### src/rtl/freq_div_pkg.sv
// Shared constants and helpers for the programmable frequency divider.
package freq_div_pkg;

  // A ratio of zero stops the divider.
  localparam int unsigned RATIO_STOP    = 0;
  localparam int unsigned DEFAULT_WIDTH = 8;

  // Number of high cycles per period: ceil(R/2), so odd ratios are high one cycle longer.
  function automatic int unsigned high_len(input int unsigned ratio);
    return ratio - (ratio / 2);
  endfunction

endpackage

### src/rtl/freq_div_phase_ctr.sv
// Phase counter and registered q/tick decode for the currently active ratio.
// A restart forces the next edge to begin a fresh period using the newly applied ratio.
module freq_div_phase_ctr
  import freq_div_pkg::*;
#(
  parameter int unsigned      WIDTH       = DEFAULT_WIDTH,
  parameter logic [WIDTH-1:0] RESET_PHASE = '0
) (
  input  logic             i_clk,
  input  logic             i_reset_n,
  input  logic             i_en,
  input  logic [WIDTH-1:0] i_ratio,
  input  logic             i_restart,
  input  logic [WIDTH-1:0] i_new_ratio,
  output logic             o_boundary,
  output logic             o_tick_next,
  output logic             o_q,
  output logic             o_tick
);

  localparam logic [WIDTH-1:0] ONE = WIDTH'(1);

  logic [WIDTH-1:0] r_phase;
  logic             r_q;
  logic             r_tick;
  logic [WIDTH-1:0] w_phase_next;
  logic [WIDTH-1:0] w_high;
  logic             w_q_next;
  logic             w_stopped;
  logic             w_wrap;

  assign w_stopped  = (i_ratio == WIDTH'(RATIO_STOP));
  assign w_wrap     = i_en && !w_stopped && (r_phase == (i_ratio - ONE));
  // A stopped divider treats every edge as a boundary so a new ratio can be applied at once.
  assign o_boundary = w_stopped || w_wrap;
  assign w_high     = WIDTH'(high_len(32'(i_ratio)));

  assign o_q    = r_q;
  assign o_tick = r_tick;

  // Next phase and next q/tick values for the coming edge.
  always_comb begin
    w_phase_next = r_phase;
    w_q_next     = r_q;
    o_tick_next  = 1'b0;
    if (i_restart) begin
      w_phase_next = '0;
      w_q_next     = (i_new_ratio != WIDTH'(RATIO_STOP));
      o_tick_next  = w_q_next;
    end else if (w_stopped) begin
      w_phase_next = '0;
      w_q_next     = 1'b0;
    end else if (i_en) begin
      w_phase_next = w_wrap ? '0 : (r_phase + ONE);
      w_q_next     = (w_phase_next < w_high);
      o_tick_next  = w_wrap;
    end
  end

  // Phase and output registers with synchronous active-low reset.
  always_ff @(posedge i_clk) begin
    if (!i_reset_n) begin
      r_phase <= RESET_PHASE;
      r_q     <= 1'b0;
      r_tick  <= 1'b0;
    end else begin
      r_phase <= w_phase_next;
      r_q     <= w_q_next;
      r_tick  <= o_tick_next;
    end
  end

endmodule

### src/rtl/prog_freq_divider.sv
// Runtime-programmable integer divider: registered q_out (near-50% duty) and a 1-cycle tick.
// New ratios are staged in a shadow register and only take effect at a period boundary.
// Optional completed-period counter enabled by defining FREQ_DIV_PERIOD_CNT_EN.
module prog_freq_divider
  import freq_div_pkg::*;
#(
  parameter int unsigned WIDTH       = DEFAULT_WIDTH,
  parameter int unsigned RESET_RATIO = 2
`ifdef FREQ_DIV_PERIOD_CNT_EN
  ,
  parameter int unsigned CNT_W       = 16
`endif
) (
  input  logic             i_clk,
  input  logic             i_reset_n,
  input  logic             i_en,
  input  logic             i_load,
  input  logic [WIDTH-1:0] i_div_ratio,
  output logic             o_q_out,
  output logic             o_tick,
  output logic             o_pending
`ifdef FREQ_DIV_PERIOD_CNT_EN
  ,
  output logic [CNT_W-1:0] o_period_cnt
`endif
);

  localparam logic [WIDTH-1:0] RESET_ACTIVE = WIDTH'(RESET_RATIO);
  // Start one step before the wrap so the first enabled edge opens a period.
  localparam logic [WIDTH-1:0] RESET_PHASE  =
      (RESET_RATIO == 0) ? '0 : WIDTH'(RESET_RATIO - 1);

  logic [WIDTH-1:0] r_active;
  logic [WIDTH-1:0] r_shadow;
  logic             r_pending;
  logic             w_boundary;
  logic             w_apply;
  logic             w_tick_next;

  // A load on the boundary edge itself waits for the following boundary.
  assign w_apply   = r_pending && w_boundary && !i_load;
  assign o_pending = r_pending;

  freq_div_phase_ctr #(
    .WIDTH       (WIDTH),
    .RESET_PHASE (RESET_PHASE)
  ) u_phase_ctr (
    .i_clk       (i_clk),
    .i_reset_n   (i_reset_n),
    .i_en        (i_en),
    .i_ratio     (r_active),
    .i_restart   (w_apply),
    .i_new_ratio (r_shadow),
    .o_boundary  (w_boundary),
    .o_tick_next (w_tick_next),
    .o_q         (o_q_out),
    .o_tick      (o_tick)
  );

  // Shadow capture and boundary-aligned ratio apply; last load before the boundary wins.
  always_ff @(posedge i_clk) begin
    if (!i_reset_n) begin
      r_active  <= RESET_ACTIVE;
      r_shadow  <= '0;
      r_pending <= 1'b0;
    end else begin
      if (w_apply) begin
        r_active  <= r_shadow;
        r_pending <= 1'b0;
      end
      if (i_load) begin
        r_shadow  <= i_div_ratio;
        r_pending <= 1'b1;
      end
    end
  end

`ifdef FREQ_DIV_PERIOD_CNT_EN
  logic [CNT_W-1:0] r_period_cnt;

  assign o_period_cnt = r_period_cnt;

  // Count every edge that raises tick, so the counter moves together with tick.
  always_ff @(posedge i_clk) begin
    if (!i_reset_n) begin
      r_period_cnt <= '0;
    end else if (w_tick_next) begin
      r_period_cnt <= r_period_cnt + CNT_W'(1);
    end
  end
`endif

endmodule
### config.mk
export PLATFORM = sky130hd
export DESIGN_NAME = prog_freq_divider
export DESIGN_NICKNAME = d
export VERILOG_FILES = /design/src/rtl/freq_div_pkg.sv /design/src/rtl/freq_div_phase_ctr.sv /design/src/rtl/prog_freq_divider.sv
export SDC_FILE = /design/constraint.sdc
export NUM_CORES = 1
export LEC_CHECK = 0
export CORE_UTILIZATION = 45
export DETAILED_ROUTE_END_ITERATION = 16
export HOLD_SLACK_MARGIN = 0.05
export PLACE_DENSITY = 0.73
export SLEW_MARGIN = 10
export SYNTH_ARGS = -nofsm -noshare
export SYNTH_HDL_FRONTEND = slang
export SYNTH_SLANG_ARGS = --single-unit
### constraint.sdc
create_clock -name i_clk -period 3.6 [get_ports i_clk]
set_clock_uncertainty 0.05 [all_clocks]
set_input_delay 0.72 -clock i_clk [delete_from_list [all_inputs] [get_ports i_clk]]
set_output_delay 0.72 -clock i_clk [all_outputs]
set_load 0.01 [all_outputs]
==> results.json, run 1 <==
{
  "status": "finished, final reports clean",
  "r2r_slack_ps": 300,
  "cts_setup_buffers": 0,
  "power_frac_clock_pct": 24.9,
  "hold_class": "flip-flop to flip-flop",
  "drive_gt1_share_pct": 5.20,
  "power_density_nw_per_um2": 330,
  "holdBufCountCts": 0,
  "yosys_warnings": 0,
  "yosysMostFrequentCell": "nand2_1",
  "cts_buffer_depth": 2,
  "use_met1_pct": 21.9,
  "synth_cells": 238,
  "critical_path_class": "flip-flop to flip-flop",
  "avgRoutedWirePerCell_um": 12.7,
  "clock_sinks": 27,
  "p_seq_share_pct": 44.0,
  "chipWidth_um": 69.7,
  "whs_path_depth": 2,
  "crit_path_end_kind": "flip-flop",
  "syn_nets": 277,
  "dr_total_vias": 1571,
  "cp_max_fo": 13,
  "cp-start-kind": "flip-flop",
  "cts_made_buffers": 3,
  "fin_setup_tns_ps": 0,
  "postLayoutSetupSlackWorst_ps": 302,
  "power.leakage_nw": 0.910,
  "drc": 0,
  "grt_pass1_wl_um": 6480,
  "clock_latency_ps": 280,
  "comb_power_share_pct": 31.1,
  "nets": 290,
  "synth_edf_count": 0,
  "firstDrtPassIters": 4,
  "slew-limit-headroom_pct": 65.2,
  "clk_pin_slew_ps": 100,
  "grt_antenna_before_repair": 0,
  "fmax_mhz": 303,
  "worstPathArrival_ps": 3420,
  "crit_required_ps": 3720,
  "grtUsageMet2_pct": 27.4,
  "ys_ff_latch": 27,
  "synthFlopType": "dfxtp_1",
  "cts_root_buffer": "clkbuf_8",
  "switching_power_uw": 241,
  "max-vdd-ir-drop_mv": 0.178,
  "htreeDepth": 1,
  "grt_max_degree": 31,
  "grt.busiest_layer": "met2",
  "synth_top_area_share_pct": 26.2,
  "switching_share_pct": 31.8,
  "rsz0062_at_grt": "false",
  "routabilityCongestion": 0.864,
  "finalCritPeriodShare_pct": 91.6,
  "numPortBuffers": 14,
  "tightest_slew_ps": 522,
  "die-area_um2": 4850,
  "yosys.cell_types.count": 40,
  "core_um2": 4380,
  "synthTopCellsByCount": "nand2_1, dfxtp_1, ha_1",
  "drt-initial-drc-count": 57,
  "hold_violations": 0,
  "dp_slack_ps": 43.3,
  "drv_cap": 0,
  "setup_viol_count_final": 0,
  "antenna_cells": 0,
  "min-delay-start": "r_shadow[4]",
  "rows": 24,
  "rr_startpoint": "r_active[0]",
  "fin_crit_ps": 3300,
  "netlist_area_um2": 2060,
  "overflow": 0,
  "yosysSeqAreaShare_pct": 26.2,
  "synth_top_cell_by_area": "dfxtp_1",
  "met3_usage_pct": 3.78,
  "ant_nets": 0,
  "avgSynthCellArea_um2": 8.66,
  "p_int_uw": 515,
  "grt_pass1_vias": 1453,
  "synthArstFlopShare_pct": 0,
  "floorplan.initialDensity_pct": 47.0,
  "die_h_um": 69.7,
  "cts_resized": 0,
  "wl_um": 3830,
  "reg2reg_depth": 13,
  "synth_top_cells_by_area": "dfxtp_1, ha_1, xnor2_1, mux2i_1, nand2_1",
  "syn2layout_area_growth_pct": 11.0,
  "grt.total_usage_pct": 16.4,
  "fillCellCount": 412,
  "timing.rr.end": "u_phase_ctr.o_q",
  "slew_viol_final": 0,
  "place.detailed.hpwl_um": 3040,
  "cts_tree": "built",
  "whs_endpoint": "r_active[4]",
  "pin_count": 15,
  "avgViaCountPerCell": 5.20
}
[worst max-delay path: stages (launching register included)]
cell     delay, ps
dfxtp_1        450
inv_1          120
ha_1           360
xnor2_1        150
nor4_2         220
nand4_1        170
nor4_4         390
buf_4          250
nor2_1          70
ha_1           280
nand2_1         50
or3_1          340
a31oi_1        180
o22ai_1        100
[per-layer routing]
metal | wire length (um) | vias up | part of all wire [%]
met5 | 0 | - | 0
met4 | 32 | 0 | 0.84
met3 | 125 | 4 | 3.3
met2 | 1760 | 28 | 46
met1 | 1920 | 709 | 50
li1 | - | 830 | -
[flip-flops by register name, summed over array words and instances, names as in the netlist]
name / flops
o_pending: 1
r_active: 8
r_shadow: 8
u_phase_ctr.o_q: 1
u_phase_ctr.o_tick: 1
u_phase_ctr.r_phase: 8
[power groups by stage]
stage / Sequential, mW / Clock [mW] / Combinational, mW
finish: 0.332 / 0.188 / 0.235
global route: 0.335 / 0.207 / 0.257
CTS: 0.332 / 0.194 / 0.236
detailed placement: 0.339 / 0 / 0.234
global placement: 0.339 / 0 / 0.227
floorplan: 0.339 / 0 / 0.171
[kinds of logic (layout without fill, tap and decap cells)]
logic type,Yosys count,count (layout),share of synthesized area [%]
AO/OA/AOI/OAI,30,30,9.71
XOR/XNOR,31,31,13.2
adder cells (fa/ha/maj),27,27,16.8
buffers and inverters,24,36,5.22
flip-flops,27,27,26.2
multiplexers,16,16,7.77
AND/OR/NAND/NOR,83,83,21.1
[worst max-delay path by stage]
stage	start	end	slack, ps	depth (start not counted)
final	r_active[0]	u_phase_ctr.o_q	300	13
after global routing	r_active[4]	u_phase_ctr.o_q	80	13
after CTS	r_active[0]	u_phase_ctr.o_q	310	13
after detailed placement	i_en	u_phase_ctr.o_q	40	12
after global placement	i_en	u_phase_ctr.o_q	120	12
after floorplan	i_en	u_phase_ctr.o_q	480	12
[cell type report]
cell class                 count  area [um^2]  share of cell area (%)
sequential                    27          541                    23.6
timing repair buffer          17          163                    7.11
clock buffer                   3         41.3                    1.81
tap                           52         65.1                    2.84
inverter                      15         56.3                    2.46
clock inverter                 1         8.76                   0.383
multi-input combinational    187         1410                    61.8
[cells in the final DEF (no fill, tap or decap), drive strengths merged]
cell / count
xnor2: 20
nand3b: 3
o211ai: 3
ha: 26
o2111ai: 1
and3: 3
or3: 2
xor2: 11
or4: 1
o41ai: 1
nand3: 6
nand2: 28
o21bai: 3
a31oi: 2
o21ba: 1
o21a: 2
a21oi: 8
nor2: 15
a21boi: 1
nor2b: 12
clkdlybuf4s50: 14
o22ai: 1
nand4: 4
clkbuf: 3
nor4: 4
inv: 16
and2: 1
and4: 1
dfxtp: 27
nand2b: 3
a31o: 1
fa: 1
a21o: 3
mux2i: 16
buf: 3
o21ai: 3
[per-stage QoR]
stage / cells / instance area (um^2) / power [mW] / hold slack (ps) / utilization [%]
floorplan: 238 / 2060 / 0.510 / 400 / -
global placement: 298 / 2240 / 0.566 / 416 / 51.0
detailed placement: 298 / 2240 / 0.573 / 425 / 51.0
CTS: 302 / 2290 / 0.762 / 439 / 52.2
global route: 302 / 2290 / 0.798 / 464 / 52.2
finish: 302 / 2290 / 0.755 / 436 / 52.2
Power figures use the tool's default switching activity.
==> inputs of run 2 (changes only) <==
- PLACE_DENSITY: 0.73 -> unset
==> results.json, run 2 (synthesis gave the netlist of run 1 again) <==
{
  "grt_pass1_vias": 1443,
  "setup_viol_count_final": 0,
  "rr_startpoint": "r_active[5]",
  "power_frac_clock_pct": 24.8,
  "hold_class": "flip-flop to flip-flop",
  "reg2reg_depth": 14,
  "place.detailed.hpwl_um": 3060,
  "reg_top3": "r_active (8), r_shadow (8), u_phase_ctr.r_phase (8)",
  "die-area_um2": 4850,
  "power_density_nw_per_um2": 325,
  "drc": 0,
  "pin_count": 15,
  "floorplan.initialDensity_pct": 47.0,
  "grt_antenna_before_repair": 0,
  "grt_max_degree": 31,
  "final_cells": 304,
  "switching_power_uw": 235,
  "firstDrtPassIters": 4,
  "fmax_mhz": 309,
  "dr_total_vias": 1547,
  "finalCritPeriodShare_pct": 89.9,
  "timing.rr.end": "u_phase_ctr.o_q",
  "grt.total_usage_pct": 17.0,
  "slew-limit-headroom_pct": 65.0,
  "cp-start-kind": "flip-flop",
  "fin_crit_ps": 3240,
  "slowest_delay_ps": 430,
  "final_common_cell": "nand2_1",
  "cp.depth": 14,
  "numPortBuffers": 14,
  "die_h_um": 69.7,
  "postLayoutSetupSlackWorst_ps": 363,
  "dp_slack_ps": 56.0,
  "comb_power_share_pct": 30.9,
  "drt-initial-drc-count": 66,
  "clock_latency_ps": 280,
  "grt_pass1_wl_um": 6690,
  "utilization_pct": 52.5,
  "clock_sinks": 27,
  "clk_pin_slew_ps": 100,
  "tightest_slew_ps": 524,
  "rows": 24,
  "power.leakage_nw": 0.921,
  "crit_path_end_kind": "flip-flop",
  "status": "finished, final reports clean",
  "slew_viol_final": 0,
  "cts_tree": "built",
  "crit_path_end": "u_phase_ctr.o_q",
  "path_buf_inv": 1,
  "switching_share_pct": 31.4,
  "core_um2": 4380,
  "stdcell_area_um2": 2300,
  "r2r_slack_ps": 360,
  "p_seq_share_pct": 44.4,
  "dp_cells": 300,
  "crit_required_ps": 3760,
  "ant_nets": 0,
  "max-vdd-ir-drop_mv": 0.271,
  "drv_cap": 0,
  "wl_um": 3860,
  "mostFrequentLayoutCells": "nand2_1, dfxtp_1, ha_1, xnor2_1, mux2i_1",
  "cp_max_fo": 6,
  "place_area_um2": 2250,
  "crit_start": "r_active[5]",
  "antenna_cells": 0,
  "routabilityCongestion": 0.808,
  "cts_root_buffer": "clkbuf_8",
  "path_cells": "inv_1 > ha_1 > and4_4 > nor4_2 > nand4_1 > nor4_4 > nor2_1 > ha_1 > a21oi_1 > nor2b_1 > o21ai_0 > o2111ai_1 > a21o_1 > o22ai_1",
  "slowest_stage": "dfxtp_1",
  "critical_path_class": "flip-flop to flip-flop",
  "avgRoutedWirePerCell_um": 12.7,
  "cts_buffer_depth": 2,
  "avgViaCountPerCell": 5.09,
  "cpLargestDelayFamily": "simple AND/OR/NAND/NOR gates",
  "fin_hold_ws_ps": 432,
  "nets": 292,
  "worstPathArrival_ps": 3400,
  "crit_top_cell": "ha_1",
  "fin_setup_tns_ps": 0,
  "cts_made_buffers": 3,
  "drive_gt1_share_pct": 5.95,
  "p_int_uw": 514,
  "rsz0062_at_grt": "false",
  "hold_violations": 0,
  "power_uw": 749,
  "overflow": 0,
  "chipWidth_um": 69.7,
  "holdBufCountCts": 0,
  "htreeDepth": 1,
  "syn2layout_area_growth_pct": 11.7
}
-- run 2: cell types whose count changed in the layout (fill, tap and decap cells not counted) --
cell and change:
buf_4 +2
-- run 2: how the worst min path moves through the flow --
stage / start / to / slack, ps / cells past startpoint
2_1_floorplan: r_shadow[6] / r_active[6] / 400 / 2
3_3_place_gp: r_shadow[4] / r_active[4] / 410 / 2
3_5_place_dp: r_shadow[0] / r_active[0] / 420 / 2
4_1_cts: r_shadow[0] / r_active[0] / 440 / 2
5_1_grt: r_shadow[0] / r_active[0] / 460 / 2
6_report: r_active[2] / r_active[2] / 430 / 2
-- run 2: metal layers --
| metal | GRT usage, % | routed length (um) |
|---|---|---|
| met1 | 22.7 | 1940 |
| met2 | 28.7 | 1760 |
| met5 | 0 | 0 |
| met4 | 3.33 | 44 |
| met3 | 3.05 | 119 |
-- run 2: timing repair --
item                                    in CTS  in global routing
endpoints found under the setup margin       0                  1
resized for setup                            0                  0
buffers inserted                             0                  0
-- run 2: cell type report --
cell class | count | area, um^2
clock buffer | 3 | 41.3
clock inverter | 1 | 8.76
fill | 429 | 2080
inverter | 15 | 56.3
multi-input combinational | 187 | 1410
sequential | 27 | 541
tap | 52 | 65.1
timing repair buffer | 19 | 178
-- run 2: worst register-to-register path, cell delays in order, from the launching register on --
cell and delay (ps):
dfxtp_1 430, inv_1 150, ha_1 250, and4_4 220, nor4_2 310, nand4_1 180
nor4_4 250, nor2_1 90, ha_1 320, a21oi_1 150, nor2b_1 60, o21ai_0 220
o2111ai_1 150, a21o_1 180, o22ai_1 150
-- run 2: power groups by stage --
stage | Clock (mW) | Sequential, mW | Combinational [mW]
floorplan | 0 | 0.339 | 0.171
global placement | 0 | 0.340 | 0.233
detailed placement | 0 | 0.340 | 0.234
CTS | 0.192 | 0.333 | 0.236
global route | 0.204 | 0.335 | 0.263
finish | 0.186 | 0.332 | 0.231
